### src/rtl/timer_a_int_ctl_pkg.sv
// Shared constants and helpers for the TimerA interrupt flag/vector controller.
package timer_a_int_ctl_pkg;

  typedef logic [15:0] taiv_t;

  localparam taiv_t TAIV_NONE  = 16'h0000;
  localparam taiv_t TAIV_CCR1  = 16'h0002;
  localparam taiv_t TAIV_CCR2  = 16'h0004;
  localparam taiv_t TAIV_CCR3  = 16'h0006;
  localparam taiv_t TAIV_CCR4  = 16'h0008;
  localparam taiv_t TAIV_CCR5  = 16'h000A;
  localparam taiv_t TAIV_CCR6  = 16'h000C;
  localparam taiv_t TAIV_TAIFG = 16'h000E;

  // Largest legal channel count (CCR0..CCR6).
  localparam int TAIV_MAXCCR = 7;

  // Vector for capture/compare channel n (1..6); channels outside that range
  // have no vector.
  function automatic taiv_t taiv_ccr(input int n);
    taiv_t v;
    case (n)
      1:       v = TAIV_CCR1;
      2:       v = TAIV_CCR2;
      3:       v = TAIV_CCR3;
      4:       v = TAIV_CCR4;
      5:       v = TAIV_CCR5;
      6:       v = TAIV_CCR6;
      default: v = TAIV_NONE;
    endcase
    return v;
  endfunction

endpackage

### src/rtl/timer_a_int_ctl_if.sv
// CPU-bus / interrupt-unit side of the TimerA interrupt controller.
// The master is the CPU/interrupt unit, the slave is the flag controller.
interface timer_a_int_ctl_if #(
  parameter int NCCR = 3
);
  // Software flag image write
  logic            wFlag;
  logic            wTAIFG;
  logic [NCCR-1:0] wCCIFG;
  // Read-to-clear and acknowledge strobes
  logic            IVread;
  logic            INTACK0;
  // Flag, vector and request outputs
  logic            TAIFG;
  logic [NCCR-1:0] CCIFG;
  logic [15:0]     TAxIV;
  logic            IRQ0;
  logic            IRQ1;

  modport master (
    output wFlag, wTAIFG, wCCIFG, IVread, INTACK0,
    input  TAIFG, CCIFG, TAxIV, IRQ0, IRQ1
  );

  modport slave (
    input  wFlag, wTAIFG, wCCIFG, IVread, INTACK0,
    output TAIFG, CCIFG, TAxIV, IRQ0, IRQ1
  );
endinterface

### src/rtl/timer_a_iv_prio.sv
// Combinational TAxIV priority encoder.
// pend bit i (i < NCCR-1) is CCIFG[i+1]; the top bit is TAIFG.
// Lowest index wins, so CCR1 has the highest priority and TAIFG the lowest.
module timer_a_iv_prio
  import timer_a_int_ctl_pkg::*;
#(
  parameter int NCCR = 3
) (
  input  logic [NCCR-1:0] pend_i,
  output logic [NCCR-1:0] sel_o,
  output logic [15:0]     iv_o
);

  logic found;

  // Pick the first pending source and produce its one-hot select and vector.
  always_comb begin
    sel_o = '0;
    iv_o  = TAIV_NONE;
    found = 1'b0;
    for (int i = 0; i < NCCR; i++) begin
      if (pend_i[i] && !found) begin
        found    = 1'b1;
        sel_o[i] = 1'b1;
        iv_o     = (i == NCCR - 1) ? TAIV_TAIFG : taiv_ccr(i + 1);
      end
    end
  end

endmodule

### src/rtl/timer_a_int_ctl.sv
// TimerA interrupt flag and vector controller: edge capture of the set
// levels, flag registers with set/write/clear arbitration, TAxIV generation
// and the two interrupt request lines.
module timer_a_int_ctl
  import timer_a_int_ctl_pkg::*;
#(
  parameter int NCCR = 3
) (
  input  logic            MCLK,
  input  logic            reset,
  input  logic            TAIFGset,
  input  logic [NCCR-1:0] CCIFGset,
  input  logic            TAIE,
  input  logic [NCCR-1:0] CCIE,
  timer_a_int_ctl_if.slave bus
);

  // Previous-cycle copies of the set levels for 0->1 detection
  logic            ta_set_q;
  logic [NCCR-1:0] cc_set_q;

  // Flag registers
  logic            taifg_q, taifg_d;
  logic [NCCR-1:0] ccifg_q, ccifg_d;

  logic            ta_edge;
  logic [NCCR-1:0] cc_edge;
  logic            ta_clr;
  logic [NCCR-1:0] cc_clr;

  logic [NCCR-1:0] pend;
  logic [NCCR-1:0] sel;
  logic [15:0]     iv;

  assign ta_edge = TAIFGset & ~ta_set_q;
  assign cc_edge = CCIFGset & ~cc_set_q;

  // CCR0 is never part of the shared vector.
  assign pend = {taifg_q, ccifg_q[NCCR-1:1]};

  timer_a_iv_prio #(
    .NCCR (NCCR)
  ) u_prio (
    .pend_i (pend),
    .sel_o  (sel),
    .iv_o   (iv)
  );

  // The one-hot select that drives TAxIV also picks the flag an IVread
  // clears, so the bus always clears exactly the source it just read.
  assign ta_clr = bus.IVread & sel[NCCR-1];

  // Per-channel clear requests: INTACK0 for CCR0, IVread select for the rest.
  always_comb begin
    cc_clr    = '0;
    cc_clr[0] = bus.INTACK0;
    for (int n = 1; n < NCCR; n++) begin
      cc_clr[n] = bus.IVread & sel[n-1];
    end
  end

  // Next flag values: hardware set edge, then software write, then clear.
  always_comb begin
    taifg_d = taifg_q;
    if (ta_edge) begin
      taifg_d = 1'b1;
    end else if (bus.wFlag) begin
      taifg_d = bus.wTAIFG;
    end else if (ta_clr) begin
      taifg_d = 1'b0;
    end

    ccifg_d = ccifg_q;
    for (int n = 0; n < NCCR; n++) begin
      if (cc_edge[n]) begin
        ccifg_d[n] = 1'b1;
      end else if (bus.wFlag) begin
        ccifg_d[n] = bus.wCCIFG[n];
      end else if (cc_clr[n]) begin
        ccifg_d[n] = 1'b0;
      end
    end
  end

  // Edge registers load 0 in reset so a level still high on release
  // is seen as a fresh edge.
  always_ff @(posedge MCLK) begin
    if (reset) begin
      ta_set_q <= 1'b0;
      cc_set_q <= '0;
    end else begin
      ta_set_q <= TAIFGset;
      cc_set_q <= CCIFGset;
    end
  end

  // Flag state update.
  always_ff @(posedge MCLK) begin
    if (reset) begin
      taifg_q <= 1'b0;
      ccifg_q <= '0;
    end else begin
      taifg_q <= taifg_d;
      ccifg_q <= ccifg_d;
    end
  end

  assign bus.TAIFG = taifg_q;
  assign bus.CCIFG = ccifg_q;
  assign bus.TAxIV = iv;
  assign bus.IRQ0  = ccifg_q[0] & CCIE[0];
  assign bus.IRQ1  = (taifg_q & TAIE) | (|(ccifg_q[NCCR-1:1] & CCIE[NCCR-1:1]));

endmodule

### src/flat_wrapper.sv
// flat-port wrapper written by rule: the top's interface ports become plain ports
module timer_a_int_ctl_flat import timer_a_int_ctl_pkg::*;
#(
  parameter int NCCR = 3
)
  (MCLK, reset, TAIFGset, CCIFGset, TAIE, CCIE, bus_wFlag, bus_wTAIFG, bus_wCCIFG, bus_IVread, bus_INTACK0, bus_TAIFG, bus_CCIFG, bus_TAxIV, bus_IRQ0, bus_IRQ1);
  timer_a_int_ctl_if #(.NCCR(NCCR)) bus_i ();
  input  logic MCLK;
  input  logic reset;
  input  logic TAIFGset;
  input  logic [NCCR-1:0] CCIFGset;
  input  logic TAIE;
  input  logic [NCCR-1:0] CCIE;
  input wire logic [$bits(bus_i.wFlag)-1:0] bus_wFlag;
  input wire logic [$bits(bus_i.wTAIFG)-1:0] bus_wTAIFG;
  input wire logic [$bits(bus_i.wCCIFG)-1:0] bus_wCCIFG;
  input wire logic [$bits(bus_i.IVread)-1:0] bus_IVread;
  input wire logic [$bits(bus_i.INTACK0)-1:0] bus_INTACK0;
  output wire logic [$bits(bus_i.TAIFG)-1:0] bus_TAIFG;
  output wire logic [$bits(bus_i.CCIFG)-1:0] bus_CCIFG;
  output wire logic [$bits(bus_i.TAxIV)-1:0] bus_TAxIV;
  output wire logic [$bits(bus_i.IRQ0)-1:0] bus_IRQ0;
  output wire logic [$bits(bus_i.IRQ1)-1:0] bus_IRQ1;
  assign bus_i.wFlag = bus_wFlag;
  assign bus_i.wTAIFG = bus_wTAIFG;
  assign bus_i.wCCIFG = bus_wCCIFG;
  assign bus_i.IVread = bus_IVread;
  assign bus_i.INTACK0 = bus_INTACK0;
  assign bus_TAIFG = bus_i.TAIFG;
  assign bus_CCIFG = bus_i.CCIFG;
  assign bus_TAxIV = bus_i.TAxIV;
  assign bus_IRQ0 = bus_i.IRQ0;
  assign bus_IRQ1 = bus_i.IRQ1;
  timer_a_int_ctl #(.NCCR(NCCR)) u_core (.MCLK(MCLK), .reset(reset), .TAIFGset(TAIFGset), .CCIFGset(CCIFGset), .TAIE(TAIE), .CCIE(CCIE), .bus(bus_i));
endmodule
### config.mk
export PLATFORM = sky130hd
export DESIGN_NAME = timer_a_int_ctl_flat
export DESIGN_NICKNAME = d
export VERILOG_FILES = /design/src/rtl/timer_a_int_ctl_pkg.sv /design/src/rtl/timer_a_int_ctl_if.sv /design/src/rtl/timer_a_iv_prio.sv /design/src/rtl/timer_a_int_ctl.sv /design/src/flat_wrapper.sv
export SDC_FILE = /design/constraint.sdc
export NUM_CORES = 1
export LEC_CHECK = 0
export CORE_MARGIN = 3
export CORE_UTILIZATION = 27
export DETAILED_ROUTE_END_ITERATION = 6
export GPL_TIMING_DRIVEN = 1
export PLACE_DENSITY_LB_ADDON = 0.25
export SLEW_MARGIN = 30
export SYNTH_ARGS = -nofsm -noshare
export SYNTH_HDL_FRONTEND = slang
export SYNTH_SLANG_ARGS = --single-unit
### constraint.sdc
create_clock -name MCLK -period 0.87 [get_ports MCLK]
set_input_delay 0.261 -clock MCLK [delete_from_list [all_inputs] [get_ports MCLK]]
set_output_delay 0.261 -clock MCLK [all_outputs]
set_load 0.05 [all_outputs]
Word level (Yosys, flattened, before mapping). Index checks and enable logic that the tools add are counted.

Output and inout bits: 22. Bits in registers: 8. Bits of input ports: 17. Logic and storage cells: 45.

Reductions and logical operators: 9. Bitwise operators: 11. Multiplexer cells: 19.

Operators by type and width (count): 2-to-1 mux 16 bit (2); 2-to-1 mux 1 bit (16); nonzero test 3 bit (4); bitwise AND 1 bit (6); bitwise AND 3 bit (1); inverter 3 bit (1); bitwise AND 2 bit (1); logical AND 1 bit (2); logical NOT 1 bit (2); 2-to-1 mux 2 bit (1); OR reduction 2 bit (1); inverter 1 bit (1); bitwise OR 1 bit (1).

Logic depth before layout (Yosys ltp).
Depth in word-level cells: 11. Mapped depth: 4. Gate-level depth less buffers: 3.

By module. From an unflattened synthesis, not the netlist that was laid out.

Cell total of the unflattened synthesis: 56. Area, all modules: 466.7 sq um.

By module, submodules not included: timer_a_int_ctl (instances 1, area an instance 310.3 sq um, cells an instance 34, sequential area each 160.2 sq um); timer_a_iv_prio (instances 1, area an instance 156.4 sq um, cells an instance 22, sequential area each 0.0 sq um).

Worst setup path before layout. No wires, ideal clock.

Path kind: reg-to-output. Start: reg u_core.taifg_q (netlist: u_core.bus.TAIFG). End: out bus_TAxIV[3]. Path buffers: 0. Required time: 0.609 ns. Stages on the path, launching flop included: 3. Arrival time: 1.458 ns. Slack: -0.849 ns. Path through: dfxtp_1 -> nand2b_1 -> nor2_1.

Longest elaborated chain between the ends: 2.

RTL lines: start: declaration (line timer_a_int_ctl.sv:23) `logic taifg_q, taifg_d;`; start signal: assignment (line timer_a_int_ctl.sv:103) `taifg_q <= taifg_d;`; logical AND 1 bit (line timer_a_iv_prio.sv:22) `if (pend_i[i] && !found) begin`; 2-to-1 mux 16 bit (line timer_a_iv_prio.sv:22); end: declaration (line flat_wrapper.sv:21) `output wire logic [$bits(bus_i.TAxIV)-1:0] bus_TAxIV;`.

Every way passes these cells.

Worst setup path in the final report.
Start: in CCIE[2]. End: out bus_IRQ1.

Longest elaborated chain between the ends: 3.

RTL lines: start: declaration (line flat_wrapper.sv:13) `input logic [NCCR-1:0] CCIE;`; bitwise AND 2 bit (line timer_a_int_ctl.sv:112) `assign bus.IRQ1 = (taifg_q & TAIE) | (|(ccifg_q[NCCR-1:1] & CCIE[NCCR-1:1]));`; OR reduction 2 bit (line timer_a_int_ctl.sv:112); bitwise OR 1 bit (line timer_a_int_ctl.sv:112); end: declaration (line flat_wrapper.sv:23) `output wire logic [$bits(bus_i.IRQ1)-1:0] bus_IRQ1;`.

Every way passes these cells.

==> flow_summary.yaml <==
critical_path:
  ff2ff_setup_slack_ps: -270
  required_ps: 610
  critPathLaunch: "CCIE[2]"
  reg2reg_depth: 5
  path_max_fanout: 1
  critPathCaptureType: "output port"
  worst-endpoint-arrival_ps: 1190
  timing.rr.start: "u_core.bus.CCIFG[2]$_SDFFE_PP0P_"
  crit_type: "in2out"
  crit_path_start_kind: "primary input"
  r2r-end: "u_core.bus.CCIFG[2]$_SDFFE_PP0P_"
clock_tree:
  cts_buffers: 3
  cts_tree: "yes"
  postCtsHoldBufs: 0
  clk_latency_ps: 250
  clkTransAtPathRegs_ps: 60
  root_buffer: "clkbuf_4"
  clk_path_buf_depth: 2
  htree_levels: 1
  clock_sinks: 8
worst_hold_path:
  hp-start: "bus_INTACK0"
  min_path_type: "in2reg"
  hold-path-cell-count: 4
  min_to: "u_core.bus.CCIFG[0]$_SDFFE_PP0P_"
layout:
  final_cell_mix: "13 x conb_1, 10 x clkdlybuf4s50_1, 8 x buf_12, 6 x buf_6, 5 x buf_4"
  drive_gt1_frac: 0.4130
  final-seq-area_um2: 175.2
  n_fill_cell: 115
  antenna_cells: 0
  multiInputGateArea_um2: 264.0
  final_cell_area_um2: 943.4
  fin_cells: 107
  final_nets: 110
  final_core_util: 0.6667
  syn2layout_area_growth_pct: 114.2
  final_common_cell: "conb_1"
floorplanning:
  die_x_um: 46.39
  core-area_um2: 1415
  die_height_um: 46.39
  pin_count: 39
  start_util: 0.3112
  dieArea_um2: 2152
  rows: 13
pwr:
  power_frac_seq: 0.287
  clockPowerShare: 0.212
  p_switching_mw: 0.5286
  total_power_mw: 1.414
  p_per_area_nw_per_um2: 1499
  combinationalPowerShare: 0.501
  switching_share: 0.3738
  p_leak_nw: 0.4379
  ir_worst_vdd_uv: 985.8
  power.internal_mw: 0.8856
detailed_routing:
  met1Wirelength_um: 424
  avgRoutedWirePerCell_um: 11.20
  route.met2.wl_um: 640
  drt-initial-drc-count: 9
  vias_per_cell: 4.234
  drc: 0
  finalWirelength_um: 1198
  top_layer: "met3"
  ant_nets: 0
  met3WireLength_um: 133
  drt_first_pass_iters: 4
  via_count: 453
global_route:
  grt_pass1_vias: 411
  grt_antenna_before_repair: 0
  grt_pass1_wl_um: 1828
  grt_overflow: 0
  grt_start_max_net_pins: 8
  grt.total_usage: 0.1261
place:
  portBuffers: 25
  dp_slack_ps: -671.4
  place.gp.congestion: 0.6663
  dp_cells: 99
  dp_hpwl_um: 902.6
  dpl_cell_area_um2: 834.6
synth:
  ys_seq_elements: 8
  synth_cell_type_count: 13
  syn_area_um2: 440.4
  ys_seq_area_frac: 0.3636
  yosys_warnings: 0
  netlist_instances: 53
  avgSynthCellArea_um2: 8.310
sta:
  setup_slack_ps: -577.1
  skew_ps: 5.716
  holdWs_ps: 397.5
  setup_viol: 11
  hold_viol_final: 0
  layout_min_cycle_time_ps: 1447
  fmax_ghz: 0.6911
  rsz0062_at_grt: "yes"
  fin_setup_tns_ps: -4137
  finalCritPeriodShare: 1.663
  slew_viol_final: 0
outcome:
  violations: "negative setup slack"
  status: "complete, but fails checks"
run:
  maxCapViolCount: 0
repair_timing:
action | 4_1_cts | 5_1_grt
pin swaps | 6 | 4
resized for setup | 20 | 4
endpoints found under the setup margin | 13 | 12
setup buffers | 5 | 1
per-layer routing:
layer	up-vias	global-route usage
li1	228	-
met3	0	0.04688
met4	0	0.08523
met5	-	0
met2	27	0.2198
met1	198	0.1209
how the worst max path moves through the flow:
stage | cells after the start | to | slack, ps
finish | 4 | bus_IRQ1 | -580
global route | 3 | bus_IRQ1 | -620
CTS | 3 | bus_IRQ1 | -600
detailed placement | 4 | bus_IRQ1 | -670
global placement | 4 | bus_IRQ1 | -650
floorplan | 2 | bus_IRQ1 | -330
worst max-delay path, cell delays in order:
cell and delay [ps]:
clkdlybuf4s50_1 410, a222oi_1 290, inv_2 70, buf_8 160
kinds of logic after synthesis:
group / after synthesis / share of synthesized area
and+or+nand+nor: 18 / 0.2159
other: 1 / 0.008515
AOI/OAI and AO/OA: 9 / 0.1477
buffers and inverters: 17 / 0.2642
DFF: 8 / 0.3636
cell usage after synthesis:
| cell | n | area share |
|---|---|---|
| buf_4 | 14 | 0.24 |
| dfxtp_1 | 8 | 0.36 |
| nor2_1 | 7 | 0.060 |
| nand2b_1 | 5 | 0.071 |
| nor2b_1 | 5 | 0.071 |
| a22oi_1 | 3 | 0.051 |
| inv_1 | 3 | 0.026 |
| a21oi_1 | 2 | 0.023 |
| a222oi_1 | 2 | 0.045 |
| and2_1 | 1 | 0.014 |
| conb_1 | 1 | 0.0085 |
| o211ai_1 | 1 | 0.017 |
| o21ai_1 | 1 | 0.011 |
sequential cells by signal, indices dropped and copies added, names as in the netlist:
register,cells
u_core.bus.TAIFG,1
u_core.cc_set_q,3
u_core.bus.CCIFG,3
u_core.ta_set_q,1
area by class of cell:
type / count / share of cell area
tap: 15 / 0.01989
inverter: 3 / 0.01194
multi-input combinational: 40 / 0.2798
timing repair buffer: 37 / 0.4748
sequential: 8 / 0.1857
clock buffer: 4 / 0.02785
power groups by stage:
stage               Clock (mW)  Sequential [mW]  Combinational [mW]
finish                   0.300            0.406               0.709
floorplan                    0            0.472               0.340
global placement             0            0.411               0.636
CTS                      0.322            0.405               0.715
detailed placement           0            0.410               0.642
global route             0.342            0.408               0.741
No activity file was read; power rests on OpenSTA's default activity.
